`config.mk`:
```
export PLATFORM = sky130hd
export DESIGN_NAME = dmem_arbiter_flat
export DESIGN_NICKNAME = d
export VERILOG_FILES = /design/src/rtl/dmem_arbiter_pkg.sv /design/src/rtl/dmem_arbiter_if.sv /design/src/rtl/dmem_arbiter.sv /design/src/flat_wrapper.sv
export SDC_FILE = /design/constraint.sdc
export NUM_CORES = 1
export LEC_CHECK = 0
export ABC_CLOCK_PERIOD_IN_PS = 5450
export CAP_MARGIN = 20
export CORE_AREA = 2 2 84 86
export CTS_BUF_LIST = sky130_fd_sc_hd__clkbuf_8
export DETAILED_ROUTE_END_ITERATION = 7
export DIE_AREA = 0 0 86 88
export HOLD_SLACK_MARGIN = 0.1
export PLACE_DENSITY = 0.82
export RECOVER_POWER = 100
export SLEW_MARGIN = 15
export SYNTH_ARGS = -nofsm -noshare
export SYNTH_HDL_FRONTEND = slang
export SYNTH_SLANG_ARGS = --single-unit
```
`constraint.sdc`:
```
create_clock -name clk -period 5.45 [get_ports clk]
set_clock_uncertainty 0.1 [all_clocks]
set_input_delay 0.545 -clock clk [delete_from_list [all_inputs] [get_ports clk]]
set_output_delay 0.545 -clock clk [all_outputs]
set_load 0.01 [all_outputs]
```
`src/rtl/dmem_arbiter_pkg.sv`:
```
// Shared definitions for the data-memory arbiter: FSM encoding, master ids
// and default bus widths.
package dmem_arb_pkg;

    localparam int AW_DEF = 19;
    localparam int DW_DEF = 19;

    typedef enum logic [1:0] {
        IDLE  = 2'd0,
        LOCK0 = 2'd1,
        LOCK1 = 2'd2
    } state_e;

    localparam logic M_CORE = 1'b0;
    localparam logic M_LOAD = 1'b1;

endpackage

```
`src/rtl/dmem_arbiter_if.sv`:
```
// Bus bundle between the two requesters, the arbiter and Data_Memory.
// The slave view belongs to the arbiter; the master view to everything around it.
interface dmem_arb_if
    import dmem_arb_pkg::*;
#(
    parameter int AW = AW_DEF,
    parameter int DW = DW_DEF
) ();

    logic          m0_req;
    logic          m0_we;
    logic          m0_lock;
    logic [AW-1:0] m0_addr;
    logic [DW-1:0] m0_wdata;
    logic          m0_gnt;
    logic          m0_rvalid;
    logic [DW-1:0] m0_rdata;

    logic          m1_req;
    logic          m1_we;
    logic          m1_lock;
    logic [AW-1:0] m1_addr;
    logic [DW-1:0] m1_wdata;
    logic          m1_gnt;
    logic          m1_rvalid;
    logic [DW-1:0] m1_rdata;

    logic          mem_we;
    logic [AW-1:0] mem_addr;
    logic [DW-1:0] mem_wd;
    logic [DW-1:0] mem_rd;

    logic          core_stall;

    modport slave (
        input  m0_req, m0_we, m0_lock, m0_addr, m0_wdata,
        output m0_gnt, m0_rvalid, m0_rdata,
        input  m1_req, m1_we, m1_lock, m1_addr, m1_wdata,
        output m1_gnt, m1_rvalid, m1_rdata,
        output mem_we, mem_addr, mem_wd,
        input  mem_rd,
        output core_stall
    );

    modport master (
        output m0_req, m0_we, m0_lock, m0_addr, m0_wdata,
        input  m0_gnt, m0_rvalid, m0_rdata,
        output m1_req, m1_we, m1_lock, m1_addr, m1_wdata,
        input  m1_gnt, m1_rvalid, m1_rdata,
        input  mem_we, mem_addr, mem_wd,
        output mem_rd,
        input  core_stall
    );

endinterface

```
`src/rtl/dmem_arbiter.sv`:
```
// Round-robin arbiter sharing Data_Memory between the core (m0) and the
// loader/DMA port (m1), with a bounded lock for atomic access sequences.
module dmem_arbiter
    import dmem_arb_pkg::*;
#(
    parameter int AW       = AW_DEF,
    parameter int DW       = DW_DEF,
    parameter int MAX_LOCK = 8
) (
    input  logic       clk,
    input  logic       rst,
    dmem_arb_if.slave  bus
);

    localparam logic [7:0] MAX_L = 8'(MAX_LOCK);

    state_e        r_state;
    logic          r_rr_last;
    logic [7:0]    r_lock_cnt;
    logic          r_rvalid0;
    logic          r_rvalid1;
    logic [DW-1:0] r_rdata0;
    logic [DW-1:0] r_rdata1;

    logic          w_gnt0;
    logic          w_gnt1;
    logic          w_gnt_any;
    logic          w_gnt_id;
    logic          w_gnt_lock;
    logic [7:0]    w_cnt_inc;
    logic          w_mem_we;
    logic [AW-1:0] w_mem_addr;
    logic [DW-1:0] w_mem_wd;

    // Same-cycle grant: lock owner only, otherwise round-robin on contention.
    always_comb begin
        w_gnt0 = 1'b0;
        w_gnt1 = 1'b0;
        if (!rst) begin
            case (r_state)
                IDLE: begin
                    if (bus.m0_req && bus.m1_req) begin
                        if (r_rr_last == M_LOAD) w_gnt0 = 1'b1;
                        else                     w_gnt1 = 1'b1;
                    end else begin
                        w_gnt0 = bus.m0_req;
                        w_gnt1 = bus.m1_req;
                    end
                end
                LOCK0:   w_gnt0 = bus.m0_req;
                LOCK1:   w_gnt1 = bus.m1_req;
                default: ;
            endcase
        end
    end

    assign w_gnt_any  = w_gnt0 | w_gnt1;
    assign w_gnt_id   = w_gnt1 ? M_LOAD : M_CORE;
    assign w_gnt_lock = w_gnt1 ? bus.m1_lock : bus.m0_lock;
    // Count of grants in the locked run including the current cycle.
    assign w_cnt_inc  = r_lock_cnt + 8'd1;

    // Route the granted master onto the memory port; idle bus is all zeros.
    always_comb begin
        w_mem_we   = 1'b0;
        w_mem_addr = '0;
        w_mem_wd   = '0;
        if (w_gnt0) begin
            w_mem_we   = bus.m0_we;
            w_mem_addr = bus.m0_addr;
            w_mem_wd   = bus.m0_wdata;
        end else if (w_gnt1) begin
            w_mem_we   = bus.m1_we;
            w_mem_addr = bus.m1_addr;
            w_mem_wd   = bus.m1_wdata;
        end
    end

    // Lock FSM and round-robin pointer. The forced release fires on the edge
    // where the run reaches MAX_LOCK grants, so the owner gets exactly
    // MAX_LOCK accesses and the pointer (now the owner) hands the next
    // contention to the other master.
    always_ff @(posedge clk or posedge rst) begin
        if (rst) begin
            r_state    <= IDLE;
            r_rr_last  <= M_LOAD;
            r_lock_cnt <= 8'd0;
        end else begin
            if (w_gnt_any) r_rr_last <= w_gnt_id;
            case (r_state)
                IDLE: begin
                    if (w_gnt_any && w_gnt_lock && (8'd1 < MAX_L)) begin
                        r_state    <= w_gnt1 ? LOCK1 : LOCK0;
                        r_lock_cnt <= 8'd1;
                    end
                end
                LOCK0: begin
                    if (bus.m0_req && bus.m0_lock && (w_cnt_inc < MAX_L)) begin
                        r_lock_cnt <= w_cnt_inc;
                    end else begin
                        r_state    <= IDLE;
                        r_lock_cnt <= 8'd0;
                    end
                end
                LOCK1: begin
                    if (bus.m1_req && bus.m1_lock && (w_cnt_inc < MAX_L)) begin
                        r_lock_cnt <= w_cnt_inc;
                    end else begin
                        r_state    <= IDLE;
                        r_lock_cnt <= 8'd0;
                    end
                end
                default: begin
                    r_state    <= IDLE;
                    r_lock_cnt <= 8'd0;
                end
            endcase
        end
    end

    // One-cycle read return; rdata only updates on a granted read.
    always_ff @(posedge clk or posedge rst) begin
        if (rst) begin
            r_rvalid0 <= 1'b0;
            r_rvalid1 <= 1'b0;
            r_rdata0  <= '0;
            r_rdata1  <= '0;
        end else begin
            r_rvalid0 <= w_gnt0 & ~bus.m0_we;
            r_rvalid1 <= w_gnt1 & ~bus.m1_we;
            if (w_gnt0 && !bus.m0_we) r_rdata0 <= bus.mem_rd;
            if (w_gnt1 && !bus.m1_we) r_rdata1 <= bus.mem_rd;
        end
    end

    assign bus.m0_gnt     = w_gnt0;
    assign bus.m1_gnt     = w_gnt1;
    assign bus.m0_rvalid  = r_rvalid0;
    assign bus.m1_rvalid  = r_rvalid1;
    assign bus.m0_rdata   = r_rdata0;
    assign bus.m1_rdata   = r_rdata1;
    assign bus.mem_we     = w_mem_we;
    assign bus.mem_addr   = w_mem_addr;
    assign bus.mem_wd     = w_mem_wd;
    assign bus.core_stall = bus.m0_req & ~w_gnt0;

endmodule

```
`src/flat_wrapper.sv`:
```
// flat-port wrapper written by rule: the top's interface ports become plain ports
module dmem_arbiter_flat import dmem_arb_pkg::*;
#(
    parameter int AW       = AW_DEF,
    parameter int DW       = DW_DEF,
    parameter int MAX_LOCK = 8
)
  (clk, rst, bus_m0_req, bus_m0_we, bus_m0_lock, bus_m0_addr, bus_m0_wdata, bus_m0_gnt, bus_m0_rvalid, bus_m0_rdata, bus_m1_req, bus_m1_we, bus_m1_lock, bus_m1_addr, bus_m1_wdata, bus_m1_gnt, bus_m1_rvalid, bus_m1_rdata, bus_mem_we, bus_mem_addr, bus_mem_wd, bus_mem_rd, bus_core_stall);
  dmem_arb_if #(.AW(AW), .DW(DW)) bus_i ();
  input  logic clk;
  input  logic rst;
  input wire logic [$bits(bus_i.m0_req)-1:0] bus_m0_req;
  input wire logic [$bits(bus_i.m0_we)-1:0] bus_m0_we;
  input wire logic [$bits(bus_i.m0_lock)-1:0] bus_m0_lock;
  input wire logic [$bits(bus_i.m0_addr)-1:0] bus_m0_addr;
  input wire logic [$bits(bus_i.m0_wdata)-1:0] bus_m0_wdata;
  output wire logic [$bits(bus_i.m0_gnt)-1:0] bus_m0_gnt;
  output wire logic [$bits(bus_i.m0_rvalid)-1:0] bus_m0_rvalid;
  output wire logic [$bits(bus_i.m0_rdata)-1:0] bus_m0_rdata;
  input wire logic [$bits(bus_i.m1_req)-1:0] bus_m1_req;
  input wire logic [$bits(bus_i.m1_we)-1:0] bus_m1_we;
  input wire logic [$bits(bus_i.m1_lock)-1:0] bus_m1_lock;
  input wire logic [$bits(bus_i.m1_addr)-1:0] bus_m1_addr;
  input wire logic [$bits(bus_i.m1_wdata)-1:0] bus_m1_wdata;
  output wire logic [$bits(bus_i.m1_gnt)-1:0] bus_m1_gnt;
  output wire logic [$bits(bus_i.m1_rvalid)-1:0] bus_m1_rvalid;
  output wire logic [$bits(bus_i.m1_rdata)-1:0] bus_m1_rdata;
  output wire logic [$bits(bus_i.mem_we)-1:0] bus_mem_we;
  output wire logic [$bits(bus_i.mem_addr)-1:0] bus_mem_addr;
  output wire logic [$bits(bus_i.mem_wd)-1:0] bus_mem_wd;
  input wire logic [$bits(bus_i.mem_rd)-1:0] bus_mem_rd;
  output wire logic [$bits(bus_i.core_stall)-1:0] bus_core_stall;
  assign bus_i.m0_req = bus_m0_req;
  assign bus_i.m0_we = bus_m0_we;
  assign bus_i.m0_lock = bus_m0_lock;
  assign bus_i.m0_addr = bus_m0_addr;
  assign bus_i.m0_wdata = bus_m0_wdata;
  assign bus_m0_gnt = bus_i.m0_gnt;
  assign bus_m0_rvalid = bus_i.m0_rvalid;
  assign bus_m0_rdata = bus_i.m0_rdata;
  assign bus_i.m1_req = bus_m1_req;
  assign bus_i.m1_we = bus_m1_we;
  assign bus_i.m1_lock = bus_m1_lock;
  assign bus_i.m1_addr = bus_m1_addr;
  assign bus_i.m1_wdata = bus_m1_wdata;
  assign bus_m1_gnt = bus_i.m1_gnt;
  assign bus_m1_rvalid = bus_i.m1_rvalid;
  assign bus_m1_rdata = bus_i.m1_rdata;
  assign bus_mem_we = bus_i.mem_we;
  assign bus_mem_addr = bus_i.mem_addr;
  assign bus_mem_wd = bus_i.mem_wd;
  assign bus_i.mem_rd = bus_mem_rd;
  assign bus_core_stall = bus_i.core_stall;
  dmem_arbiter #(.AW(AW), .DW(DW), .MAX_LOCK(MAX_LOCK)) u_core (.clk(clk), .rst(rst), .bus(bus_i));
endmodule
```
# ---- Yosys cells after proc, flatten, opt, wreduce, memory -nomap -nowiden
# Index checks and enable logic that the tools add are counted.
# Widths: inputs -> output; s select.
dict set report totals {
  regBits 51
  input_bits 103
  output_inout_bits 82
  elab_cells 58
}
dict set report classes {
  addsub 1
  order_cmp 1
  eq_ne 5
  mux 25
  bitwise 7
  reduce_logical 12
}
# operator count
set ops {}
lappend ops {{$mux 19} 4}
lappend ops {{$mux 8} 3}
lappend ops {{$pmux 8 s3} 1}
lappend ops {{$mux 1} 10}
lappend ops {{$add 8x1->8 const B} 1}
lappend ops {{$logic_and 1x1->1} 8}
lappend ops {{$lt 8x4->1 const B} 1}
lappend ops {{$mux 2} 4}
lappend ops {{$pmux 2 s3} 1}
lappend ops {{$ne 2x2->1 const B} 2}
lappend ops {{$pmux 1 s2} 2}
lappend ops {{$and 1x1->1} 3}
lappend ops {{$not 1->1} 3}
lappend ops {{$reduce_and 3->1} 1}
lappend ops {{$eq 2x1->1 const B} 1}
lappend ops {{$eq 2x2->1 const B} 1}
lappend ops {{$logic_not 1->1} 2}
lappend ops {{$logic_not 2->1} 1}
lappend ops {{$ne 2x1->1 const B} 1}
lappend ops {{$or 1x1->1} 1}

# ---- Longest topological paths before layout
dict set report logic_depth {
  depth_word 8
  mapped_depth 5
  depth_no_buf 5
}

# ---- Worst setup path after synthesis
# OpenSTA, ideal clock, no wires.
dict set report synth_path {
  path_kind {input to output}
  startpoint {in bus_m1_req}
  endpoint {out bus_mem_wd[10]}
  t_arrival_ns 1.617
  required_ns 4.805
  path_slack_ns 3.188
  path_stages 4
  cell_sequence {nor3b_1 > nor3_2 > clkbuf_1 > a22o_1}
}
# item line
set synth_lines {}
lappend synth_lines {{start: declaration} flat_wrapper.sv:20} ;# input wire logic [$bits(bus_i.m1_req)-1:0] bus_m1_req;
lappend synth_lines {{$logic_and 1x1->1} dmem_arbiter.sv:42} ;# if (bus.m0_req && bus.m1_req) begin
lappend synth_lines {{$mux 1} dmem_arbiter.sv:42}
lappend synth_lines {{$pmux 1 s2} dmem_arbiter.sv:40} ;# case (r_state)
lappend synth_lines {{$mux 1} dmem_arbiter.sv:39} ;# if (!rst) begin
lappend synth_lines {{net bus_m0_gnt} flat_wrapper.sv:17} ;# output wire logic [$bits(bus_i.m0_gnt)-1:0] bus_m0_gnt;
lappend synth_lines {{$mux 19} dmem_arbiter.sv:68} ;# if (w_gnt0) begin
lappend synth_lines {{end: declaration} flat_wrapper.sv:30} ;# output wire logic [$bits(bus_i.mem_wd)-1:0] bus_mem_wd;
# The timed path passes the listed nets, and every way through them passes these cells.

# ---- Worst setup path in the final report
dict set report layout_path {
  startpoint {in bus_m0_req}
  endpoint {out bus_mem_addr[10]}
}
dict set report layout_via {
  elab_chain_len 6
}
# item line
set layout_rtl {}
lappend layout_rtl {{start: declaration} flat_wrapper.sv:12} ;# input wire logic [$bits(bus_i.m0_req)-1:0] bus_m0_req;
lappend layout_rtl {{$logic_and 1x1->1} dmem_arbiter.sv:42}
lappend layout_rtl {{$mux 1} dmem_arbiter.sv:42}
lappend layout_rtl {{$pmux 1 s2} dmem_arbiter.sv:40}
lappend layout_rtl {{$mux 1} dmem_arbiter.sv:39}
lappend layout_rtl {{$mux 19} dmem_arbiter.sv:72} ;# end else if (w_gnt1) begin
lappend layout_rtl {{$mux 19 (*)} dmem_arbiter.sv:68}
lappend layout_rtl {{end: declaration} flat_wrapper.sv:29} ;# output wire logic [$bits(bus_i.mem_addr)-1:0] bus_mem_addr;
# Every way passes the cells marked *; elsewhere a longest branch is shown, timed or not.

==> results by group <==
CTS
  – Clock Path Buffers: 2
  – Sink Count: 51
  – Post-CTS Setup Bufs: 0
  – # H-tree levels: 2
  – CTS tree: done
  – Clock root cell: clkbuf_8
  – Clk pin slew, worst setup/hold paths: 0.08 ns
  – Num CTS Buffers: 5
  – Clk_lat worst skew: 0.29 ns
  – CTS-repair resized insts: 0
  – Cts hold-fix bufs: 0

Synthesis
  – Top-count cell post-synth: dfrtp_1
  – Ys flop type: dfrtp_1
  – Synth Warn #: 0
  – Top post-synthesis cells by area: dfrtp_1, mux2_2, a22o_1
  – Library cells used by synthesis: 33
  – Post-synth top cells: dfrtp_1, a22o_1, mux2_2
  – Area share of the largest cell type after synthesis: 0.518
  – Post-Syn Nets: between 200 and 300
  – #FFs+latches synth: 51
  – Sequential fraction of the synthesis area: 0.529
  – Synth area leader: dfrtp_1
  – Syn Area/Cell: roughly 13 um^2
  – Gate Count Post-Synth: 183
  – Post-synth EDFFs: 0
  – Post-synthesis instance area: 0.00241 mm^2
  – FFs w/ async S/R, synth: 1.00

STA
  – RSZ-0062 raised after global routing: no
  – Count of final setup violators: 0
  – Relative slew slack: -0.141
  – Post-layout minimum cycle time: 4.36 ns
  – Final hold vios: 0
  – Slew @ Worst Pin: 1.71 ns
  – Hold Slack: 0.404 ns
  – Fin crit share: 0.800
  – Fmax: ~230 MHz
  – Final setup TNS: 0 ns
  – Max Slew Vio Count: 53

Layout
  – Share of cells above drive strength 1: 0.131
  – Area grow syn2layout: 82.9%
  – Fin cells: roughly 450
  – Fillers: 529
  – Final-stage net count: 470
  – # diodes: 0

Die
  – Die X: 86 um
  – Core ar.: 0.00664 mm^2
  – Starting Density: 0.363
  – Die area: between 0.007 and 0.008 mm^2
  – Top-level I/O count: 185
  – Rows: 30
  – Die Y-Extent: 88 um

Place
  – Placed insts: 438
  – DP HPWL: 6.19 mm
  – PortBufs: 184
  – Final GP Congestion: roughly 0.8

Worst setup path
  – Most used cell, CP: dlygate4sd3_1
  – Dominant delay contributor by cell family on the critical path: buffers and inverters
  – Crit-path cells: dlygate4sd3_1 -> a311oi_4 -> clkbuf_1 -> a22o_1 -> dlygate4sd3_1
  – CP max stage cell: clkbuf_1
  – Critical path buffers and inverters: 3
  – CP Capture Type: output port
  – CP max FO: 27
  – Crit start category: input port
  – Arrival @ worst endpoint: 3.71 ns
  – WP data required: 4.81 ns
  – Crit Path Category: in -> out
  – Max incr delay on CP: 0.88 ns

Global routing
  – Pin count of the biggest net entering global routing: 52
  – Global-route wire length before repair: about 11 mm
  – GRT overflow: 0
  – GRT Total Usage: 0.194
  – Vias in the first global route: 2325
  – Initial antenna violation count: 0

Route
  – Drt drc: 0
  – Via-to-Cell Ratio: 5.05
  – Router iterations before antenna repair: 4
  – Starting DRC count in detailed routing: 48
  – WL/cell: ~17 um
  – Post-Route WL: 7.61 mm
  – Vias: 2251
  – DRT antenna net count: 0

Status
  – Violated checks: max-capacitance violations, max-slew violations
  – Status: finished with violations

Power and ir drop
  – Max VDD drop: approximately 0.14 mV
  – Static Leak: between 1.5 and 2 nW
  – Pwr Density: 274 mW/mm^2

Job
  – Max-cap viol count: 2

Hold path
  – Hold crit path type: reg -> reg
==> worst paths after layout <==
kind	from	endpoint	slack (ns)	cells after the start
worst min register to register	u_core.bus.m0_rdata[16]	u_core.bus.m0_rdata[16]	0.40	1
worst min-delay path	u_core.bus.m0_rdata[16]	u_core.bus.m0_rdata[16]	0.40	1
worst max-delay path	bus_m0_req	bus_mem_addr[10]	1.09	5
max in group asynchronous	rst	u_core.r_lock_cnt[5]	2.47	3
min in group asynchronous	rst	u_core.bus.m1_rdata[7]	0.84	2
worst max register to register	u_core.r_state[0]	u_core.bus.m1_rdata[3]	2.10	4
==> metrics by stage <==
| stage | util | area, um^2 | power, mW | setup slack, ns |
|---|---|---|---|---|
| final | 0.664 | 4410 | 1.21 | 1.09 |
| after global routing | 0.664 | 4410 | 1.28 | 0.932 |
| after CTS | 0.669 | 4440 | 1.27 | 1.73 |
| after detailed placement | 0.653 | 4340 | 1.02 | 1.73 |
| after global placement | 0.653 | 4340 | 1.00 | 1.76 |
| after floorplan | - | 2410 | 0.695 | 3.19 |
==> area by class of cell <==
cell class,instances,area [um^2],share of cell area
Clock inverter,2,37.5,0.00850
Timing Repair Buffer,188,1860,0.421
Multi-Input combinational cell,117,1060,0.240
Tap cell,80,100,0.0227
Inverter,3,11.3,0.00255
Clock buffer,5,68.8,0.0156
Sequential cell,51,1280,0.289
==> metal layers <==
metal / track usage / vias to the layer above / part of all wire
li1: - / 1064 / -
met1: 0.213 / 1057 / 0.38
met2: 0.362 / 117 / 0.53
met3: 0.0415 / 13 / 0.068
met4: 0.0837 / 0 / 0.026
met5: 0 / - / 0
==> cells by family (layout without fill, tap and decap cells) <==
group,Yosys count,count (layout),share of synthesized area
AOI/OAI and AO/OA,52,52,0.196
DFF,51,51,0.529
muxes,38,38,0.177
and+or+nand+nor,26,26,0.0648
buffers and inverters,15,198,0.0275
adders and majority gates,1,1,0.00518
==> state kept, by name, indices dropped and copies added, names as in the netlist <==
signal / cells
u_core.bus.m1_rdata: 19
u_core.r_lock_cnt: 8
u_core.bus.m0_rdata: 19
u_core.bus.m1_rvalid: 1
u_core.r_state: 2
u_core.bus.m0_rvalid: 1
u_core.r_rr_last: 1
==> power by group <==
group	internal, mW	switching (mW)	leakage [nW]
sequential	0.461	0.0404	0.625
clock	0.134	0.118	0.0502
combinational	0.281	0.174	1.24
==> worst reg2reg max path, stage by stage (launching register included) <==
cell      delay [ns]
dfrtp_1         0.43
nand2b_1        0.22
a311oi_4        0.66
nor2b_1         1.38
mux2_2          0.45
==> cell usage in the layout, fill, tap and decap left out, drive strengths merged, types with 3 or more instances in the layout <==
cell and count:
and2 5, dfrtp 50, clkdlybuf4s50 102, clkbuf 8
nand2b 6, mux2 38, nand2 3, inv 3
dlygate4sd3 82, a22o 40
Note: power is estimated with default switching activity, not from simulation.
